[src/rtl/ext_unit_arbiter_if.sv]
// ext_unit_arbiter_if
//   Handshake bundle between the two extension requesters, the shared
//   extension unit and the result consumer.
//   master : requester/consumer side (drives request fields and res_ready_i)
//   slave  : arbiter side (drives ready strobes and the result register)
//   Signals: req{0,1}_valid_i/ready_o/data_i[15:0]/mode_i[2:0],
//            res_valid_o, res_ready_i, res_data_o[DATA_W-1:0], res_id_o, res_err_o
interface ext_unit_arbiter_if #(
  parameter int unsigned DATA_W = 32
);
  logic              req0_valid_i;
  logic              req0_ready_o;
  logic [15:0]       req0_data_i;
  logic [2:0]        req0_mode_i;
  logic              req1_valid_i;
  logic              req1_ready_o;
  logic [15:0]       req1_data_i;
  logic [2:0]        req1_mode_i;
  logic              res_valid_o;
  logic              res_ready_i;
  logic [DATA_W-1:0] res_data_o;
  logic              res_id_o;
  logic              res_err_o;

  modport master (
    output req0_valid_i, req0_data_i, req0_mode_i,
    output req1_valid_i, req1_data_i, req1_mode_i,
    output res_ready_i,
    input  req0_ready_o, req1_ready_o,
    input  res_valid_o, res_data_o, res_id_o, res_err_o
  );

  modport slave (
    input  req0_valid_i, req0_data_i, req0_mode_i,
    input  req1_valid_i, req1_data_i, req1_mode_i,
    input  res_ready_i,
    output req0_ready_o, req1_ready_o,
    output res_valid_o, res_data_o, res_id_o, res_err_o
  );
endinterface

[src/rtl/ext_unit_arbiter.sv]
// ext_unit_arbiter
//   Round-robin arbiter sharing one immediate/load-data extension unit
//   between requester 0 (decode immediates) and requester 1 (load-data
//   alignment). The extended result is registered; a full register that is
//   being drained can be refilled in the same cycle.
// Ports:
//   clk_i  : clock, rising edge
//   rst_i  : synchronous active-high reset
//   bus    : ext_unit_arbiter_if.slave (request/result handshakes)
//   gnt0_cnt_o, gnt1_cnt_o, err_cnt_o : saturating accept counters, present
//                                       only when EXT_ARB_STATS_EN is defined
// Modes: 0 SE16, 1 ZE16, 2 LUI, 3 SE8, 4 ZE8, 5-7 illegal (data 0, err 1).
module ext_unit_arbiter #(
  parameter int unsigned DATA_W    = 32,
  parameter bit          FIRST_GNT = 1'b0
) (
  input  logic        clk_i,
  input  logic        rst_i,
`ifdef EXT_ARB_STATS_EN
  output logic [15:0] gnt0_cnt_o,
  output logic [15:0] gnt1_cnt_o,
  output logic [7:0]  err_cnt_o,
`endif
  ext_unit_arbiter_if.slave bus
);

  typedef enum logic {EMPTY, FULL} state_t;

  state_t              state;
  logic                last_gnt;
  logic [DATA_W-1:0]   res_data;
  logic                res_id;
  logic                res_err;

  logic                can_accept;
  logic                gnt0;
  logic                gnt1;
  logic                acc0;
  logic                acc1;
  logic                accept;
  logic                sel_id;
  logic [15:0]         sel_data;
  logic [2:0]          sel_mode;
  logic [DATA_W+15:0]  lui_wide;
  logic [DATA_W-1:0]   ext_data;
  logic                ext_err;

  // Arbitration and handshake. last_gnt names the port served most recently,
  // so on a tie the other port wins.
  always_comb begin
    can_accept = (state == EMPTY) || bus.res_ready_i;
    gnt0       = bus.req0_valid_i && (!bus.req1_valid_i || last_gnt);
    gnt1       = bus.req1_valid_i && (!bus.req0_valid_i || !last_gnt);
    acc0       = !rst_i && can_accept && gnt0;
    acc1       = !rst_i && can_accept && gnt1;
    accept     = acc0 || acc1;
    sel_id     = acc1;
    sel_data   = acc1 ? bus.req1_data_i : bus.req0_data_i;
    sel_mode   = acc1 ? bus.req1_mode_i : bus.req0_mode_i;
  end

  assign bus.req0_ready_o = acc0;
  assign bus.req1_ready_o = acc1;

  // Extension datapath; widths are built bit-wise so any DATA_W >= 16 works.
  always_comb begin
    ext_data = '0;
    ext_err  = 1'b0;
    lui_wide = {{DATA_W{1'b0}}, sel_data} << 16;
    case (sel_mode)
      3'd0: begin
        ext_data[15:0] = sel_data;
        for (int unsigned i = 16; i < DATA_W; i++) ext_data[i] = sel_data[15];
      end
      3'd1: ext_data[15:0] = sel_data;
      3'd2: ext_data = lui_wide[DATA_W-1:0];
      3'd3: begin
        ext_data[7:0] = sel_data[7:0];
        for (int unsigned i = 8; i < DATA_W; i++) ext_data[i] = sel_data[7];
      end
      3'd4: ext_data[7:0] = sel_data[7:0];
      default: begin
        ext_data = '0;
        ext_err  = 1'b1;
      end
    endcase
  end

  // Result register FSM. An accept always (re)loads the register, which also
  // covers the FULL->FULL pass-through case.
  always_ff @(posedge clk_i) begin
    if (rst_i) begin
      state    <= EMPTY;
      res_data <= '0;
      res_id   <= 1'b0;
      res_err  <= 1'b0;
      last_gnt <= !FIRST_GNT;
    end else if (accept) begin
      state    <= FULL;
      res_data <= ext_data;
      res_id   <= sel_id;
      res_err  <= ext_err;
      last_gnt <= sel_id;
    end else if (state == FULL && bus.res_ready_i) begin
      state    <= EMPTY;
    end
  end

  assign bus.res_valid_o = (state == FULL);
  assign bus.res_data_o  = res_data;
  assign bus.res_id_o    = res_id;
  assign bus.res_err_o   = res_err;

`ifdef EXT_ARB_STATS_EN
  always_ff @(posedge clk_i) begin
    if (rst_i) begin
      gnt0_cnt_o <= '0;
      gnt1_cnt_o <= '0;
      err_cnt_o  <= '0;
    end else begin
      if (acc0 && gnt0_cnt_o != '1) gnt0_cnt_o <= gnt0_cnt_o + 16'd1;
      if (acc1 && gnt1_cnt_o != '1) gnt1_cnt_o <= gnt1_cnt_o + 16'd1;
      if (accept && ext_err && err_cnt_o != '1) err_cnt_o <= err_cnt_o + 8'd1;
    end
  end
`endif

endmodule
[src/flat_wrapper.sv]
// flat-port wrapper written by rule: the top's interface ports become plain ports
module ext_unit_arbiter_flat 
#(
  parameter int unsigned DATA_W    = 32,
  parameter bit          FIRST_GNT = 1'b0
)
  (clk_i, rst_i, bus_req0_valid_i, bus_req0_data_i, bus_req0_mode_i, bus_req1_valid_i, bus_req1_data_i, bus_req1_mode_i, bus_res_ready_i, bus_req0_ready_o, bus_req1_ready_o, bus_res_valid_o, bus_res_data_o, bus_res_id_o, bus_res_err_o);
  ext_unit_arbiter_if #(.DATA_W(DATA_W)) bus_i ();
  input  logic clk_i;
  input  logic rst_i;
  input wire logic [$bits(bus_i.req0_valid_i)-1:0] bus_req0_valid_i;
  input wire logic [$bits(bus_i.req0_data_i)-1:0] bus_req0_data_i;
  input wire logic [$bits(bus_i.req0_mode_i)-1:0] bus_req0_mode_i;
  input wire logic [$bits(bus_i.req1_valid_i)-1:0] bus_req1_valid_i;
  input wire logic [$bits(bus_i.req1_data_i)-1:0] bus_req1_data_i;
  input wire logic [$bits(bus_i.req1_mode_i)-1:0] bus_req1_mode_i;
  input wire logic [$bits(bus_i.res_ready_i)-1:0] bus_res_ready_i;
  output wire logic [$bits(bus_i.req0_ready_o)-1:0] bus_req0_ready_o;
  output wire logic [$bits(bus_i.req1_ready_o)-1:0] bus_req1_ready_o;
  output wire logic [$bits(bus_i.res_valid_o)-1:0] bus_res_valid_o;
  output wire logic [$bits(bus_i.res_data_o)-1:0] bus_res_data_o;
  output wire logic [$bits(bus_i.res_id_o)-1:0] bus_res_id_o;
  output wire logic [$bits(bus_i.res_err_o)-1:0] bus_res_err_o;
  assign bus_i.req0_valid_i = bus_req0_valid_i;
  assign bus_i.req0_data_i = bus_req0_data_i;
  assign bus_i.req0_mode_i = bus_req0_mode_i;
  assign bus_i.req1_valid_i = bus_req1_valid_i;
  assign bus_i.req1_data_i = bus_req1_data_i;
  assign bus_i.req1_mode_i = bus_req1_mode_i;
  assign bus_i.res_ready_i = bus_res_ready_i;
  assign bus_req0_ready_o = bus_i.req0_ready_o;
  assign bus_req1_ready_o = bus_i.req1_ready_o;
  assign bus_res_valid_o = bus_i.res_valid_o;
  assign bus_res_data_o = bus_i.res_data_o;
  assign bus_res_id_o = bus_i.res_id_o;
  assign bus_res_err_o = bus_i.res_err_o;
  ext_unit_arbiter #(.DATA_W(DATA_W), .FIRST_GNT(FIRST_GNT)) u_core (.clk_i(clk_i), .rst_i(rst_i), .bus(bus_i));
endmodule
[config.mk]
export PLATFORM = sky130hd
export DESIGN_NAME = ext_unit_arbiter_flat
export DESIGN_NICKNAME = d
export VERILOG_FILES = /design/src/rtl/ext_unit_arbiter_if.sv /design/src/rtl/ext_unit_arbiter.sv /design/src/flat_wrapper.sv
export SDC_FILE = /design/constraint.sdc
export NUM_CORES = 1
export LEC_CHECK = 0
export CORE_MARGIN = 2
export CORE_UTILIZATION = 44
export DETAILED_ROUTE_END_ITERATION = 12
export GPL_TIMING_DRIVEN = 0
export PLACE_DENSITY = 0.8
export SLEW_MARGIN = 20
export SYNTH_ARGS = -nofsm -noshare
export SYNTH_HDL_FRONTEND = slang
export SYNTH_SLANG_ARGS = --single-unit
[constraint.sdc]
create_clock -name clk_i -period 2.4 [get_ports clk_i]
set_clock_uncertainty 0.15 [all_clocks]
set_input_delay 0.48 -clock clk_i [delete_from_list [all_inputs] [get_ports clk_i]]
set_output_delay 0.48 -clock clk_i [all_outputs]
set_load 0.05 [all_outputs]
==> results of run 1 <==
-- cells by family after synthesis --
| logic type | count (synthesis) |
|---|---|
| flip-flops | 36 |
| AND/OR/NAND/NOR | 50 |
| AO/OA/AOI/OAI | 94 |
| buffers and inverters | 26 |
| multiplexers | 17 |
-- cell usage in the layout (no fill, tap or decap), drive strengths merged, types with 2 or more instances in the layout --
cell type,n
o31ai,8
mux2i,16
dfxtp,36
nand4,10
dlygate4sd2,3
nor2b,3
nand2,23
a211oi,29
buf,14
a21bo,2
o221a,8
nor2,4
a32o,2
clkdlybuf4s50,73
o21ai,11
a21oi,4
o41ai,14
nor3,3
inv,5
nand3,3
a22oi,9
clkbuf,17
-- repair_timing --
action / 4_1_cts / 5_1_grt
pin swaps: 1 / 1
resized for setup: 23 / 11
setup endpoints to repair: 12 / 12
setup buffers: 0 / 4
-- stage by stage --
step / setup TNS [ps] / power [W] / area (µm²) / setup slack, ps
finish: 0 / 0.00165 / 3130 / 113
global route: 0 / 0.00172 / 3130 / 47.5
CTS: 0 / 0.00165 / 3070 / 0.587
floorplan: 0 / 0.000972 / 2090 / 50.2
global placement: -8050 / 0.00117 / 2950 / -959
detailed placement: -8440 / 0.00118 / 2950 / -998
-- how the worst max path moves through the flow --
stage / endpoint / cells past startpoint / start / slack [ps]
final: bus_req1_ready_o / 6 / bus_req1_valid_i / 110
after global routing: bus_req1_ready_o / 6 / bus_req1_valid_i / 50
after CTS: bus_req0_ready_o / 5 / bus_res_ready_i / 0.6
after detailed placement: bus_req1_ready_o / 6 / bus_req1_valid_i / -1000
after global placement: bus_req1_ready_o / 6 / bus_req1_valid_i / -960
after floorplan: u_core.bus.res_data_o[0] / 5 / u_core.bus.res_valid_o / 50
-- worst max-delay path, stage by stage --
cell and delay, ps:
dlygate4sd2_1 330, a21boi_4 290, nand3_4 130, clkinv_4 100, buf_8 150, buf_6 170
-- per-layer routing --
layer  global-route usage, %  part of all wire, %
met5                       0                    0
met4                    9.05                  2.3
met3                    4.28                  7.3
met2                    38.9                   48
met1                    33.0                   42
-- state kept, by name, summed over array words and instances, names as in the netlist --
register                flops
u_core.bus.res_data_o      32
u_core.bus.res_err_o        1
u_core.bus.res_id_o         1
u_core.bus.res_valid_o      1
u_core.last_gnt             1
-- power by group through the flow --
stage                     sequential, W  combinational (W)  clock, W
after floorplan                0.000785           0.000188         0
after global placement         0.000666           0.000509         0
after detailed placement       0.000666           0.000514         0
after CTS                      0.000653           0.000519  0.000479
after global routing           0.000658           0.000563  0.000495
final                          0.000654           0.000534  0.000466
-- final cells by class --
type                       count  area, µm²  area share (%)
buffer                        18       92.6            2.96
tap                           54       67.6            2.16
multi-input combinational    161       1300            41.6
timing repair buffer          83        822            26.3
inverter                       6       27.5           0.880
clock buffer                   7       96.3            3.08
sequential                    36        721            23.0
==> impl_metrics.toml, run 1 <==
[logic_synthesis]
yosysMostFrequentCell = "dfxtp_1"
synth_top_family_by_area = "compound AO/OA/AOI/OAI gates"
synthesis.nets = 266
synth.area.mux_share_pct = 8.19
synth_top_cell_by_area = "dfxtp_1"
synth-main-ff-cell = "dfxtp_1"
synth-xor-area-share_pct = 0
yosys_warnings = 0
synth-edff-count = 0
synthTopCellsByArea = "dfxtp_1, a211oi_1, o41ai_2"
ys_ff_latch = 36
syn_avg_cell_area_um2 = 9.38
synth_top_cell_area_share_pct = 34.4
syn_inst = 223
yosys.area_share.adder_pct = 0
synth_area_um2 = 2090
synthArstFlopShare_pct = 0
synth_compound_area_share_pct = 39.9
synth_seq_area_share_pct = 34.4
synthSimpleGateAreaFrac_pct = 12.0
netlist-cell-type-count = 39
netlist_top_cells_count = "dfxtp_1, a211oi_1, nand2_1"

[pwr]
p_int_w = 0.00110
powerDensity_nw_per_um2 = 529
p_clk_share_pct = 28.2
p_leak_nw = 1.18
p_sw_share_pct = 33.6
p_comb_share_pct = 32.3
p_sw_w = 0.000555
p_seq_share_pct = 39.5
ir_drop_mv = 0.285

[routing]
wirelength_um = 6580
routedWlPerCell_um = 18.0
drtAntennaViolNets = 0
viasPerCell = 6.33
post-route-drc-count = 0
num_vias = 2312
drt-initial-drc-count = 244
drt_pass1_iterations = 5

[cts]
cts_made_buffers = 5
clock_tree.root_cell = "clkbuf_8"
clock_path_buffers = 2
insertion_delay_ps = 290
clk_pin_slew_worst_paths_ps = 70
cts_sinks = 36
cts_tree = "built"
ctsHoldBuffers = 0
cts-htree-levels = 2

[critical_path]
cp.arrival_ps = 1660
r2r_setup_slack_ps = 450
crit_type = "input pin to output pin"
critPathMaxFanout = 10
worst_r2r_startpoint = "u_core.bus.res_valid_o"
cp-end-kind = "output pin"
cp.required_ps = 1770
start_kind = "input pin"
reg2reg_to = "u_core.bus.res_data_o[15]"
ff2ff_path_depth = 6

[worst_hold_path]
hold_end = "u_core.bus.res_data_o[6]"
hold_class = "flip-flop to flip-flop"
hold_depth = 2
hp-start = "u_core.bus.res_data_o[6]"

[timing]
worst_pin_slew_ps = 682
maxSlewHeadroom_pct = 54.6
final-hold-violation-count = 0
period_share_pct = 95.3
fmax_mhz = 437
finalSetupViolations = 0
period_minus_slack_ps = 2290
drv_slew = 0
rsz0062_at_grt = "false"
whs_ps = 302

[cells_and_area]
fillCellCount = 384
final_util_pct = 67.1
fin_cells = 365
drive_above_1_share_pct = 14.5
nets = 354
num_antenna_cells = 0
area_growth_pct = 49.6

[flow_run]
maxCapViolations = 0

[placement]
place_inst = 356
dp_hpwl_um = 4750
gp_congestion = 0.862
io_buffers = 79

[global_routing]
track_usage_pct = 24.4
grt.overflow.total = 0
grt_max_degree = 11
grt_pass1_wl_um = 10100
grt_pass1_vias = 2024
grt_antenna_before_repair = 0

[floorplan]
dieArea_um2 = 5320
io_pins = 80
dieWidth_um = 73.0
core_um2 = 4660
start_util_pct = 44.9
die_h_um = 73.0
row_count = 25

[outcome]
status = "finished, final reports clean"
(Power assumes the default switching activity.)
==> inputs of run 2 (changes only) <==
- clock period: 2.4 -> 2.16 ns (I/O delays scaled with it)
==> run 2 against run 1 <==
Compared with the run above: sequential share of layout area decreased by 0.41 points; sequential power is 11% higher; combinational power is 13% higher; clock-buffer cell count down 1; final cell count grew 1.4%; largest cell class unchanged; routed wire length shrank 0.94%; utilization is 1.6 points higher.
==> impl_metrics.toml, run 2 (synthesis gave the netlist of run 1 again) <==
[critical_path]
slowest_stage = "dlygate4sd2_1"
reg2reg_to = "u_core.bus.res_data_o[5]"
worst_r2r_startpoint = "u_core.bus.res_valid_o"
crit_start = "bus_req1_valid_i"
cp_top_family = "buffers and inverters"
cp.arrival_ps = 1500
crit_cells = 6
cp_num_buf_inv = 4
critPathMaxStageDelay_ps = 310
crit_type = "input pin to output pin"
start_kind = "input pin"
cp-end-kind = "output pin"
endpoint = "bus_req1_ready_o"
critPathMaxFanout = 7
cp_cell_sequence = "dlygate4sd2_1 -> a21boi_4 -> nand3_4 -> clkinv_4 -> buf_12 -> buf_12"
cp.required_ps = 1580
crit_path_frequent_cell = "buf_12"
ff2ff_path_depth = 5
r2r_setup_slack_ps = 280

[routing]
drtAntennaViolNets = 0
viasPerCell = 6.22
post-route-drc-count = 0
wirelength_um = 6510
routedWlPerCell_um = 17.6
drt_pass1_iterations = 5
drt-initial-drc-count = 235
num_vias = 2302

[cells_and_area]
final_area_um2 = 3200
num_antenna_cells = 0
layout_commonest_cell = "clkdlybuf4s50_1"
drive_above_1_share_pct = 16.8
largest_reg_flops = 32
final_cell_mix = "clkdlybuf4s50_1, dfxtp_1, a211oi_1"
area_growth_pct = 53.1
nets = 358
fin_cells = 370

[cts]
clock_tree.root_cell = "clkbuf_8"
clk_pin_slew_worst_paths_ps = 70
ctsHoldBuffers = 0
cts_made_buffers = 5
clock_path_buffers = 2
cts-htree-levels = 2
insertion_delay_ps = 290
cts_tree = "built"
cts_sinks = 36

[global_routing]
grt.overflow.total = 0
grt_antenna_before_repair = 0
grt_pass1_wl_um = 10200
track_usage_pct = 24.1
grt_max_degree = 15
grt_pass1_vias = 2105

[floorplan]
row_count = 25
dieArea_um2 = 5320
die_h_um = 73.0
io_pins = 80
core_um2 = 4660
dieWidth_um = 73.0
start_util_pct = 44.9

[timing]
final-hold-violation-count = 0
worst_pin_slew_ps = 687
period_minus_slack_ps = 2080
finalSetupViolations = 0
fin_tns_setup_ps = 0
period_share_pct = 96.3
whs_ps = 314
fmax_mhz = 481
drv_slew = 0
setup_slack_ps = 79.4
maxSlewHeadroom_pct = 54.2

[placement]
place_ws_ps = -1140
io_buffers = 79
placed_area_um2 = 2960
gp_congestion = 0.837
place_inst = 356
dp_hpwl_um = 4710

[outcome]
status = "finished, final reports clean"

[worst_hold_path]
hold_class = "flip-flop to flip-flop"

[pwr]
ir_drop_mv = 0.423
p_leak_nw = 1.22
powerDensity_nw_per_um2 = 601

[flow_run]
maxCapViolations = 0
## run 2: cell count changes in the layout (fill, tap and decap cells not counted), sizes merged
cell	change
clkbuf	-1
bufinv	+1
buf	+4
dlymetal6s2s	+1
clkdlybuf4s50	-1
clkinv	+1
## run 2: tightest hold or removal path, cell delays in order (launching register included)
cell and delay (ps):
dfxtp_1 330, nand2_1 60, o41ai_2 40
## run 2: cell type report
type,count,area (µm²)
fillers,366,1460
multi-input cells,161,1310
repair buffers,87,863
flip-flops and latches,36,724
plain buffers,18,105
clock buffers,6,72.6
well taps,54,67.6
clock inverters,2,35.0
inverters,6,27.5
## run 2: how the worst min path moves through the flow
stage | end | slack, ps | from | cells past startpoint
3_3_place_gp | u_core.bus.res_data_o[5] | 290 | u_core.bus.res_data_o[5] | 2
5_1_grt | u_core.bus.res_data_o[22] | 320 | u_core.bus.res_data_o[22] | 2
6_report | u_core.bus.res_data_o[22] | 310 | u_core.bus.res_data_o[22] | 2
2_1_floorplan | u_core.last_gnt | 410 | u_core.last_gnt | 2
3_5_place_dp | u_core.bus.res_data_o[7] | 290 | u_core.bus.res_data_o[7] | 2
4_1_cts | u_core.bus.res_data_o[22] | 310 | u_core.bus.res_data_o[22] | 2
## run 2: layer usage
layer / vias up / share of wire (%) / global-route usage (%)
met2: 113 / 46 / 39.2
met4: 0 / 2.4 / 7.20
met5: - / 0 / 0
li1: 1082 / - / -
met1: 1088 / 44 / 31.7
met3: 19 / 6.8 / 5.94
## run 2: stage by stage
step / total power (W) / utilization [%]
detailed placement: 0.00131 / 63.5
global route: 0.00200 / 68.7
floorplan: 0.00108 / -
global placement: 0.00131 / 63.5
finish: 0.00192 / 68.7
CTS: 0.00191 / 67.3
## run 2: report_power, final
group          internal, W  switching [W]
combinational     0.000241       0.000360
clock             0.000343       0.000253
sequential        0.000703      0.0000227
total              0.00129       0.000637
## run 2: what timing repair did
action                     in CTS  in global routing
setup endpoints to repair      30                 31
resized for setup              32                 12
buffers inserted                2                  6
cloned                          0                  0
pin swaps                       2                  0
hold endpoints to repair        0                  0
